==> src/rtl/decrypt_1block_128a_iter_if.sv <==
// Handshake and data bus for decrypt_1block_128a_iter.
// master: the block that launches a decryption; slave: the decryption core.
interface decrypt_1block_128a_iter_if;
  logic         start;
  logic [127:0] sk;
  logic [127:0] n;
  logic [127:0] a;
  logic [127:0] c;
  logic [127:0] t;
  logic [127:0] p;
  logic         tag_ok;
  logic         done;
  logic         busy;

  modport master (
    output start, sk, n, a, c, t,
    input  p, tag_ok, done, busy
  );

  modport slave (
    input  start, sk, n, a, c, t,
    output p, tag_ok, done, busy
  );
endinterface

==> src/rtl/decrypt_1block_128a_iter.sv <==
// decrypt_1block_128a_iter: round-iterative Ascon-128a authenticated decryption
// of one full 16-byte AD block and one full 16-byte ciphertext block.
// A single 320-bit state register is stepped through the phases
// INIT(PA) -> AD(PB) -> ADPAD(PB) -> CT(PB) -> FIN(PA) -> OUT.
// Optional build macro: ASCON_DEC_UNROLL2_EN (two cascaded rounds per cycle).
module decrypt_1block_128a_iter #(
  parameter int unsigned PA = 12,
  parameter int unsigned PB = 8,
  parameter logic [63:0] IV = 64'h80800c0800000000
) (
  input logic                       clk_i,
  input logic                       rst_ni,
  decrypt_1block_128a_iter_if.slave bus
);

`ifdef ASCON_DEC_UNROLL2_EN
  localparam logic [3:0] STEP = 4'd2;
`else
  localparam logic [3:0] STEP = 4'd1;
`endif
  localparam logic [3:0]   PA_LAST = 4'(PA) - STEP;
  localparam logic [3:0]   PB_LAST = 4'(PB) - STEP;
  // PB rounds reuse the tail of the PA constant schedule
  localparam logic [3:0]   PB_OFS  = 4'(PA - PB);
  localparam logic [127:0] PAD     = {8'h80, 120'd0};

  typedef enum logic [2:0] {
    ST_IDLE  = 3'd0,
    ST_INIT  = 3'd1,
    ST_AD    = 3'd2,
    ST_ADPAD = 3'd3,
    ST_CT    = 3'd4,
    ST_FIN   = 3'd5,
    ST_OUT   = 3'd6
  } state_e;

  // Round constant c_i = 0xf0 - i*0x0f
  function automatic logic [7:0] round_const(input logic [3:0] idx);
    return 8'hf0 - ({4'd0, idx} * 8'h0f);
  endfunction

  // One Ascon permutation round: constant addition, bitsliced S-box, linear layer
  function automatic logic [319:0] ascon_round(input logic [319:0] s, input logic [7:0] rc);
    logic [63:0] x0, x1, x2, x3, x4;
    logic [63:0] t0, t1, t2, t3, t4;
    x0 = s[319:256];
    x1 = s[255:192];
    x2 = s[191:128] ^ {56'd0, rc};
    x3 = s[127:64];
    x4 = s[63:0];
    x0 = x0 ^ x4;
    x4 = x4 ^ x3;
    x2 = x2 ^ x1;
    t0 = ~x0 & x1;
    t1 = ~x1 & x2;
    t2 = ~x2 & x3;
    t3 = ~x3 & x4;
    t4 = ~x4 & x0;
    x0 = x0 ^ t1;
    x1 = x1 ^ t2;
    x2 = x2 ^ t3;
    x3 = x3 ^ t4;
    x4 = x4 ^ t0;
    x1 = x1 ^ x0;
    x0 = x0 ^ x4;
    x3 = x3 ^ x2;
    x2 = ~x2;
    x0 = x0 ^ {x0[18:0], x0[63:19]} ^ {x0[27:0], x0[63:28]};
    x1 = x1 ^ {x1[60:0], x1[63:61]} ^ {x1[38:0], x1[63:39]};
    x2 = x2 ^ {x2[0],    x2[63:1]}  ^ {x2[5:0],  x2[63:6]};
    x3 = x3 ^ {x3[9:0],  x3[63:10]} ^ {x3[16:0], x3[63:17]};
    x4 = x4 ^ {x4[6:0],  x4[63:7]}  ^ {x4[40:0], x4[63:41]};
    return {x0, x1, x2, x3, x4};
  endfunction

  state_e       fsm_q;
  logic [3:0]   cnt_q;
  logic [319:0] s_q;
  logic [127:0] sk_q;
  logic [127:0] a_q;
  logic [127:0] c_q;
  logic [127:0] t_q;
  logic [127:0] ptmp_q;
  logic [127:0] tcalc_q;
  logic [127:0] p_q;
  logic         tag_ok_q;
  logic         done_q;
  logic         busy_q;

  logic [3:0]   rc_idx_s;
  logic         last_s;
  state_e       phase_nxt_s;
  logic [319:0] rnd_s;
  logic [319:0] s_d;
  logic         tag_match_s;

  // Constant index: PA phases start at 0, PB phases start at PA-PB
  always_comb begin
    rc_idx_s = cnt_q;
    if ((fsm_q == ST_INIT) || (fsm_q == ST_FIN)) begin
      rc_idx_s = cnt_q;
    end else begin
      rc_idx_s = cnt_q + PB_OFS;
    end
  end

  // Last-round detection and the phase that follows it
  always_comb begin
    last_s      = 1'b0;
    phase_nxt_s = ST_IDLE;
    case (fsm_q)
      ST_INIT:  begin last_s = (cnt_q == PA_LAST); phase_nxt_s = ST_AD;    end
      ST_AD:    begin last_s = (cnt_q == PB_LAST); phase_nxt_s = ST_ADPAD; end
      ST_ADPAD: begin last_s = (cnt_q == PB_LAST); phase_nxt_s = ST_CT;    end
      ST_CT:    begin last_s = (cnt_q == PB_LAST); phase_nxt_s = ST_FIN;   end
      ST_FIN:   begin last_s = (cnt_q == PA_LAST); phase_nxt_s = ST_OUT;   end
      default:  begin last_s = 1'b0;               phase_nxt_s = ST_IDLE;  end
    endcase
  end

`ifdef ASCON_DEC_UNROLL2_EN
  logic [319:0] rnd1_s;

  // Two cascaded rounds per cycle using constants i and i+1
  always_comb begin
    rnd1_s = ascon_round(s_q, round_const(rc_idx_s));
    rnd_s  = ascon_round(rnd1_s, round_const(rc_idx_s + 4'd1));
  end
`else
  // One round per cycle
  always_comb begin
    rnd_s = ascon_round(s_q, round_const(rc_idx_s));
  end
`endif

  // Next state value: round output plus the injection due at the end of each phase
  always_comb begin
    s_d = rnd_s;
    case (fsm_q)
      ST_INIT: begin
        if (last_s) s_d = rnd_s ^ {a_q, 64'd0, sk_q};
        else        s_d = rnd_s;
      end
      ST_AD: begin
        if (last_s) s_d = rnd_s ^ {PAD, 192'd0};
        else        s_d = rnd_s;
      end
      ST_ADPAD: begin
        // domain separation bit, then the rate is replaced by the ciphertext
        if (last_s) s_d = {c_q, rnd_s[191:1], ~rnd_s[0]};
        else        s_d = rnd_s;
      end
      ST_CT: begin
        // empty final plaintext block padding, then key into the capacity
        if (last_s) s_d = rnd_s ^ {PAD, sk_q, 64'd0};
        else        s_d = rnd_s;
      end
      default: s_d = rnd_s;
    endcase
  end

  // Full-width constant-time tag comparison
  always_comb begin
    tag_match_s = ~|(tcalc_q ^ t_q);
  end

  // Control FSM, round counter, state register and registered outputs
  always_ff @(posedge clk_i or negedge rst_ni) begin
    if (!rst_ni) begin
      fsm_q    <= ST_IDLE;
      cnt_q    <= 4'd0;
      s_q      <= 320'd0;
      sk_q     <= 128'd0;
      a_q      <= 128'd0;
      c_q      <= 128'd0;
      t_q      <= 128'd0;
      ptmp_q   <= 128'd0;
      tcalc_q  <= 128'd0;
      p_q      <= 128'd0;
      tag_ok_q <= 1'b0;
      done_q   <= 1'b0;
      busy_q   <= 1'b0;
    end else begin
      done_q <= 1'b0;
      case (fsm_q)
        ST_IDLE: begin
          if (bus.start) begin
            s_q      <= {IV, bus.sk, bus.n};
            sk_q     <= bus.sk;
            a_q      <= bus.a;
            c_q      <= bus.c;
            t_q      <= bus.t;
            cnt_q    <= 4'd0;
            p_q      <= 128'd0;
            tag_ok_q <= 1'b0;
            busy_q   <= 1'b1;
            fsm_q    <= ST_INIT;
          end else begin
            fsm_q <= ST_IDLE;
          end
        end
        ST_INIT, ST_AD, ST_ADPAD, ST_CT, ST_FIN: begin
          s_q <= s_d;
          if (last_s) begin
            cnt_q <= 4'd0;
            fsm_q <= phase_nxt_s;
          end else begin
            cnt_q <= cnt_q + STEP;
          end
          if ((fsm_q == ST_ADPAD) && last_s) begin
            ptmp_q <= rnd_s[319:192] ^ c_q;
          end
          if ((fsm_q == ST_FIN) && last_s) begin
            tcalc_q <= rnd_s[127:0] ^ sk_q;
          end
        end
        ST_OUT: begin
          // candidate plaintext is released only on a tag match, then scrubbed
          tag_ok_q <= tag_match_s;
          p_q      <= {128{tag_match_s}} & ptmp_q;
          done_q   <= 1'b1;
          busy_q   <= 1'b0;
          ptmp_q   <= 128'd0;
          tcalc_q  <= 128'd0;
          fsm_q    <= ST_IDLE;
        end
        default: begin
          fsm_q  <= ST_IDLE;
          busy_q <= 1'b0;
        end
      endcase
    end
  end

  assign bus.p      = p_q;
  assign bus.tag_ok = tag_ok_q;
  assign bus.done   = done_q;
  assign bus.busy   = busy_q;

endmodule
==> src/flat_wrapper.sv <==
// flat-port wrapper written by rule: the top's interface ports become plain ports
module decrypt_1block_128a_iter_flat 
#(
  parameter int unsigned PA = 12,
  parameter int unsigned PB = 8,
  parameter logic [63:0] IV = 64'h80800c0800000000
)
  (clk_i, rst_ni, bus_start, bus_sk, bus_n, bus_a, bus_c, bus_t, bus_p, bus_tag_ok, bus_done, bus_busy);
  decrypt_1block_128a_iter_if bus_i ();
  input logic clk_i;
  input logic rst_ni;
  input wire logic [$bits(bus_i.start)-1:0] bus_start;
  input wire logic [$bits(bus_i.sk)-1:0] bus_sk;
  input wire logic [$bits(bus_i.n)-1:0] bus_n;
  input wire logic [$bits(bus_i.a)-1:0] bus_a;
  input wire logic [$bits(bus_i.c)-1:0] bus_c;
  input wire logic [$bits(bus_i.t)-1:0] bus_t;
  output wire logic [$bits(bus_i.p)-1:0] bus_p;
  output wire logic [$bits(bus_i.tag_ok)-1:0] bus_tag_ok;
  output wire logic [$bits(bus_i.done)-1:0] bus_done;
  output wire logic [$bits(bus_i.busy)-1:0] bus_busy;
  assign bus_i.start = bus_start;
  assign bus_i.sk = bus_sk;
  assign bus_i.n = bus_n;
  assign bus_i.a = bus_a;
  assign bus_i.c = bus_c;
  assign bus_i.t = bus_t;
  assign bus_p = bus_i.p;
  assign bus_tag_ok = bus_i.tag_ok;
  assign bus_done = bus_i.done;
  assign bus_busy = bus_i.busy;
  decrypt_1block_128a_iter #(.PA(PA), .PB(PB), .IV(IV)) u_core (.clk_i(clk_i), .rst_ni(rst_ni), .bus(bus_i));
endmodule
==> config.mk <==
export PLATFORM = sky130hd
export DESIGN_NAME = decrypt_1block_128a_iter_flat
export DESIGN_NICKNAME = d
export VERILOG_FILES = /design/src/rtl/decrypt_1block_128a_iter_if.sv /design/src/rtl/decrypt_1block_128a_iter.sv /design/src/flat_wrapper.sv
export SDC_FILE = /design/constraint.sdc
export NUM_CORES = 2
export LEC_CHECK = 0
export BUFFER_PORTS_ARGS = -buffer_cell sky130_fd_sc_hd__buf_2
export CAP_MARGIN = 25
export CORE_MARGIN = 5
export CORE_UTILIZATION = 38
export CTS_BUF_LIST = sky130_fd_sc_hd__clkbuf_2 sky130_fd_sc_hd__clkbuf_4 sky130_fd_sc_hd__clkbuf_8
export DETAILED_ROUTE_END_ITERATION = 16
export PLACE_DENSITY = 0.66
export SLEW_MARGIN = 40
export SYNTH_ARGS = -nofsm -noshare
export SYNTH_HDL_FRONTEND = slang
export SYNTH_SLANG_ARGS = --single-unit
==> constraint.sdc <==
create_clock -name clk_i -period 4.6 [get_ports clk_i]
set_input_delay 0.46 -clock clk_i [delete_from_list [all_inputs] [get_ports clk_i]]
set_output_delay 0.46 -clock clk_i [all_outputs]
set_load 0.05 [all_outputs]
==> flow_metrics.env <==
export IMPL_initial_antenna_violation_count=39
export IMPL_wl_per_cell_um=30.67
export IMPL_drive_above_1_share_pct=18.44
export IMPL_route_vias_total=73220
export IMPL_post_synth_edffs=0
export IMPL_r2r_start="u_core.fsm_q[1]"
export IMPL_cts_made_buffers=217
export IMPL_final_max_slew_violation_count=0
export IMPL_timing_reg2reg_setup_slack_ps=-70
export IMPL_topRoutingLayerUsed="met5"
export IMPL_rows=160
export IMPL_unrepaired_setup_endpoints_after_global_routing="true"
export IMPL_critPathMaxFanout=3
export IMPL_viasPerCell=5.767
export IMPL_endpoint_kind="flop"
export IMPL_areaGrowthSynthToFinish_pct=30.81
export IMPL_initial_core_util_pct=38.24
export IMPL_hold_class="input pin to flop"
export IMPL_critical_path_startpoint_type="flop"
export IMPL_cts_reportedPaths_clkPinSlew_ps=70
export IMPL_netlist_instances=8383
export IMPL_finalSetupViolCount=6
export IMPL_detailed_place_hpwl_mm=293.9
export IMPL_grt_overflow=0
export IMPL_grt_total_usage_pct=37.66
export IMPL_maximum_number_of_pins_on_one_net_before_global_route_repair=176
export IMPL_critPathArrivalTime_ps=5570
export IMPL_final_min_clock_period_ps=4667
export IMPL_synth_seq_cells=1226
export IMPL_synthesized_net_count=9175
export IMPL_layout_cells_non_filler=12700
export IMPL_design_die_area_sq_um=200200
export IMPL_final_min_period_over_clock_period_pct=101.5
export IMPL_grt_pass1_wl_mm=535.0
export IMPL_grt_pass1_vias=71120
export IMPL_worst_setup_path_type="flop to flop"
export IMPL_clock_tree_root_cell="clkbuf_8"
export IMPL_timing_reg2reg_worst_path_depth=22
export IMPL_ctsLongestPathBuffers=3
export IMPL_routed_wl_met2_mm=160.0
export IMPL_asyncSetResetFlopFracSynth_pct=100.0
export IMPL_io_pins=774
export IMPL_setup_slack_ps=-67.23
export IMPL_achievable_frequency_mhz=214.3
export IMPL_min_delay_worst_endpoint="u_core.sk_q[72]"
export IMPL_synth_area_per_cell_sq_um=8.676
export IMPL_floorplan_die_height_um=447.5
export IMPL_htree_num_levels=4
export IMPL_gp_routability_congestion=1.099
export IMPL_route_met3_wl_mm=43.34
export IMPL_initialDrtViolationCount=9936
export IMPL_buffer_ports_inserted=773
export IMPL_hold_depth=3
export IMPL_postRouteWirelength_mm=389.4
export IMPL_syn_cell_area_sq_um=72730
export IMPL_min_from="bus_sk[72]"
export IMPL_yosysSeqAreaShare_pct=42.18
export IMPL_postRouteAntennaNets=0
export IMPL_finalClockSkew_ps=87.79
export IMPL_fin_nets=10770
export IMPL_cts_tree="done"
export IMPL_timing_max_slew_rel_slack_pct=30.13
export IMPL_outcome="finished with violations"
export IMPL_postSynth_topFlopCell="dfrtp_1"
export IMPL_detail_route_drc_violations=0
export IMPL_timing_max_cap_violations=0
export IMPL_clock_latency_ps=1060
export IMPL_count_of_cell_types_in_the_netlist=58
export IMPL_drtPass1Iterations=8
export IMPL_detail_route_wirelength_met1_mm=145.6
export IMPL_die_x_um=447.5
export IMPL_synth_yosys_warnings=0
export IMPL_timing_final_hold_violations=0
export IMPL_crit_reg2reg_capture="u_core.s_q[115]"
export IMPL_required_ps=5500
export IMPL_timing_worst_slew_pin_value_ps=1041
export IMPL_tritoncts_num_sinks=1226
export IMPL_numPlacedInstances=11610
export IMPL_placeableCoreArea_sq_um=190200
export IMPL_failing_checks="setup timing"
Yosys cell counts, drive strengths merged, types with 66 or more instances:
library cell,instances,area [sq um]
nor4,66,427.9
a22oi,115,863.3
dfrtp,1226,30680
nand2,2142,8040
a21oi,267,1336
mux2,67,754.5
o22ai,71,444.2
ha,145,1814
inv,240,900.9
buf,91,455.4
a221o,66,660.6
xor2,574,5027
o21ai,563,2818
a211oi,70,525.5
a22o,131,1147
nand3,269,1346
nor2,349,1310
clkbuf,388,1456
xnor2,1031,9030
a31oi,119,744.5
and3,114,713.2
kinds of logic (layout without fill, tap and decap cells):
kind of cell               count (synthesis)  in the layout  share of synthesized area (%)
xor gates and xnor gates                1606           1606                          19.36
muxes                                     83             83                          1.258
AOI/OAI and AO/OA                       1539           1539                          13.30
and+or+nand+nor                         3038           3038                          17.11
DFF                                     1226           1226                          42.18
other                                      0             32                              0
adders and majority gates                172            172                          2.921
buffers and inverters                    719           2488                          3.867
layout by cell type, fill, tap and decap left out, types with 113 or more instances in the layout:
master,instances
a21oi_1,264
a22o_1,131
a22oi_1,115
a31oi_1,118
and3_1,113
buf_2,772
buf_4,368
clkbuf_8,287
dfrtp_1,1222
dlygate4sd3_1,640
ha_1,135
inv_1,232
nand2_1,2134
nand3_1,268
nor2_1,344
o21ai_0,550
xnor2_1,929
xor2_1,550
worst max-delay path, stage by stage (launching register included):
cell      delay, ps
dfrtp_2         400
nand2b_4        160
xor2_4          160
buf_6           120
fa_1            490
inv_2            50
ha_4            260
inv_2            40
ha_4            210
fa_2            350
buf_6           130
xnor2_2         130
xnor2_2         150
ha_1            290
xnor2_1         120
buf_4           150
xnor2_4         140
buf_12          160
xor2_1          160
xnor2_1         290
xnor2_1         190
o22ai_2         100
a221o_1         270
state kept, by name (all words and copies together), names as in the netlist, 4 cells and up:
register / count
u_core.tcalc_q: 128
u_core.cnt_q: 4
u_core.s_q: 320
u_core.t_q: 128
u_core.sk_q: 128
u_core.ptmp_q: 128
u_core.c_q: 128
u_core.bus.p: 128
u_core.a_q: 128
final cells by class:
cell class                      count  area, sq um
Antenna cell                       32        80.08
Clock buffer                      342         4363
Clock inverter                     51        631.9
Fill cell                       17500        95040
Inverter                          240        900.9
Multi-Input combinational cell   6438        40910
Sequential cell                  1226        30690
Tap cell                         2511         3142
Timing Repair Buffer             1855        14430
metrics by stage:
stage	utilization, %	instance area, sq um	hold WS [ps]	setup TNS (ps)	setup WS [ps]
2_1_floorplan	-	72800	164.4	0	10.17
3_3_place_gp	43.19	82140	458.3	-8486	-375.0
4_1_cts	49.66	94450	2.080	-625.8	-139.0
5_1_grt	50.00	95090	-6.563	-2273	-194.0
6_report	50.03	95140	52.14	-200.1	-67.23
3_5_place_dp	43.48	82700	465.2	-10210	-422.3
per-layer routing:
layer  global-route usage, %  up-vias
li1                        -    31170
met1                   47.28    35930
met2                   53.81     4837
met3                   10.23     1266
met4                   31.50       14
met5                       0        -
worst max path at each step:
stage | slack, ps | endpoint | from | cells after the start
2_1_floorplan | 10 | u_core.s_q[70] | u_core.fsm_q[1] | 20
3_3_place_gp | -370 | u_core.s_q[118] | u_core.fsm_q[0] | 22
3_5_place_dp | -420 | u_core.s_q[71] | u_core.fsm_q[0] | 22
4_1_cts | -140 | u_core.s_q[115] | u_core.fsm_q[1] | 21
5_1_grt | -190 | u_core.s_q[68] | u_core.fsm_q[1] | 22
6_report | -70 | u_core.s_q[115] | u_core.fsm_q[1] | 22
repair_timing:
action,CTS,global route
hold buffers,639,1
cloned,0,0
hold endpoints to repair,866,40
buffers inserted,11,11
pin swaps,51,42
resized for setup,52,74
setup endpoints to repair,55,51
Power is not shown: default switching activity piles up to over one toggle a cycle in this logic, so the estimate is an artifact.
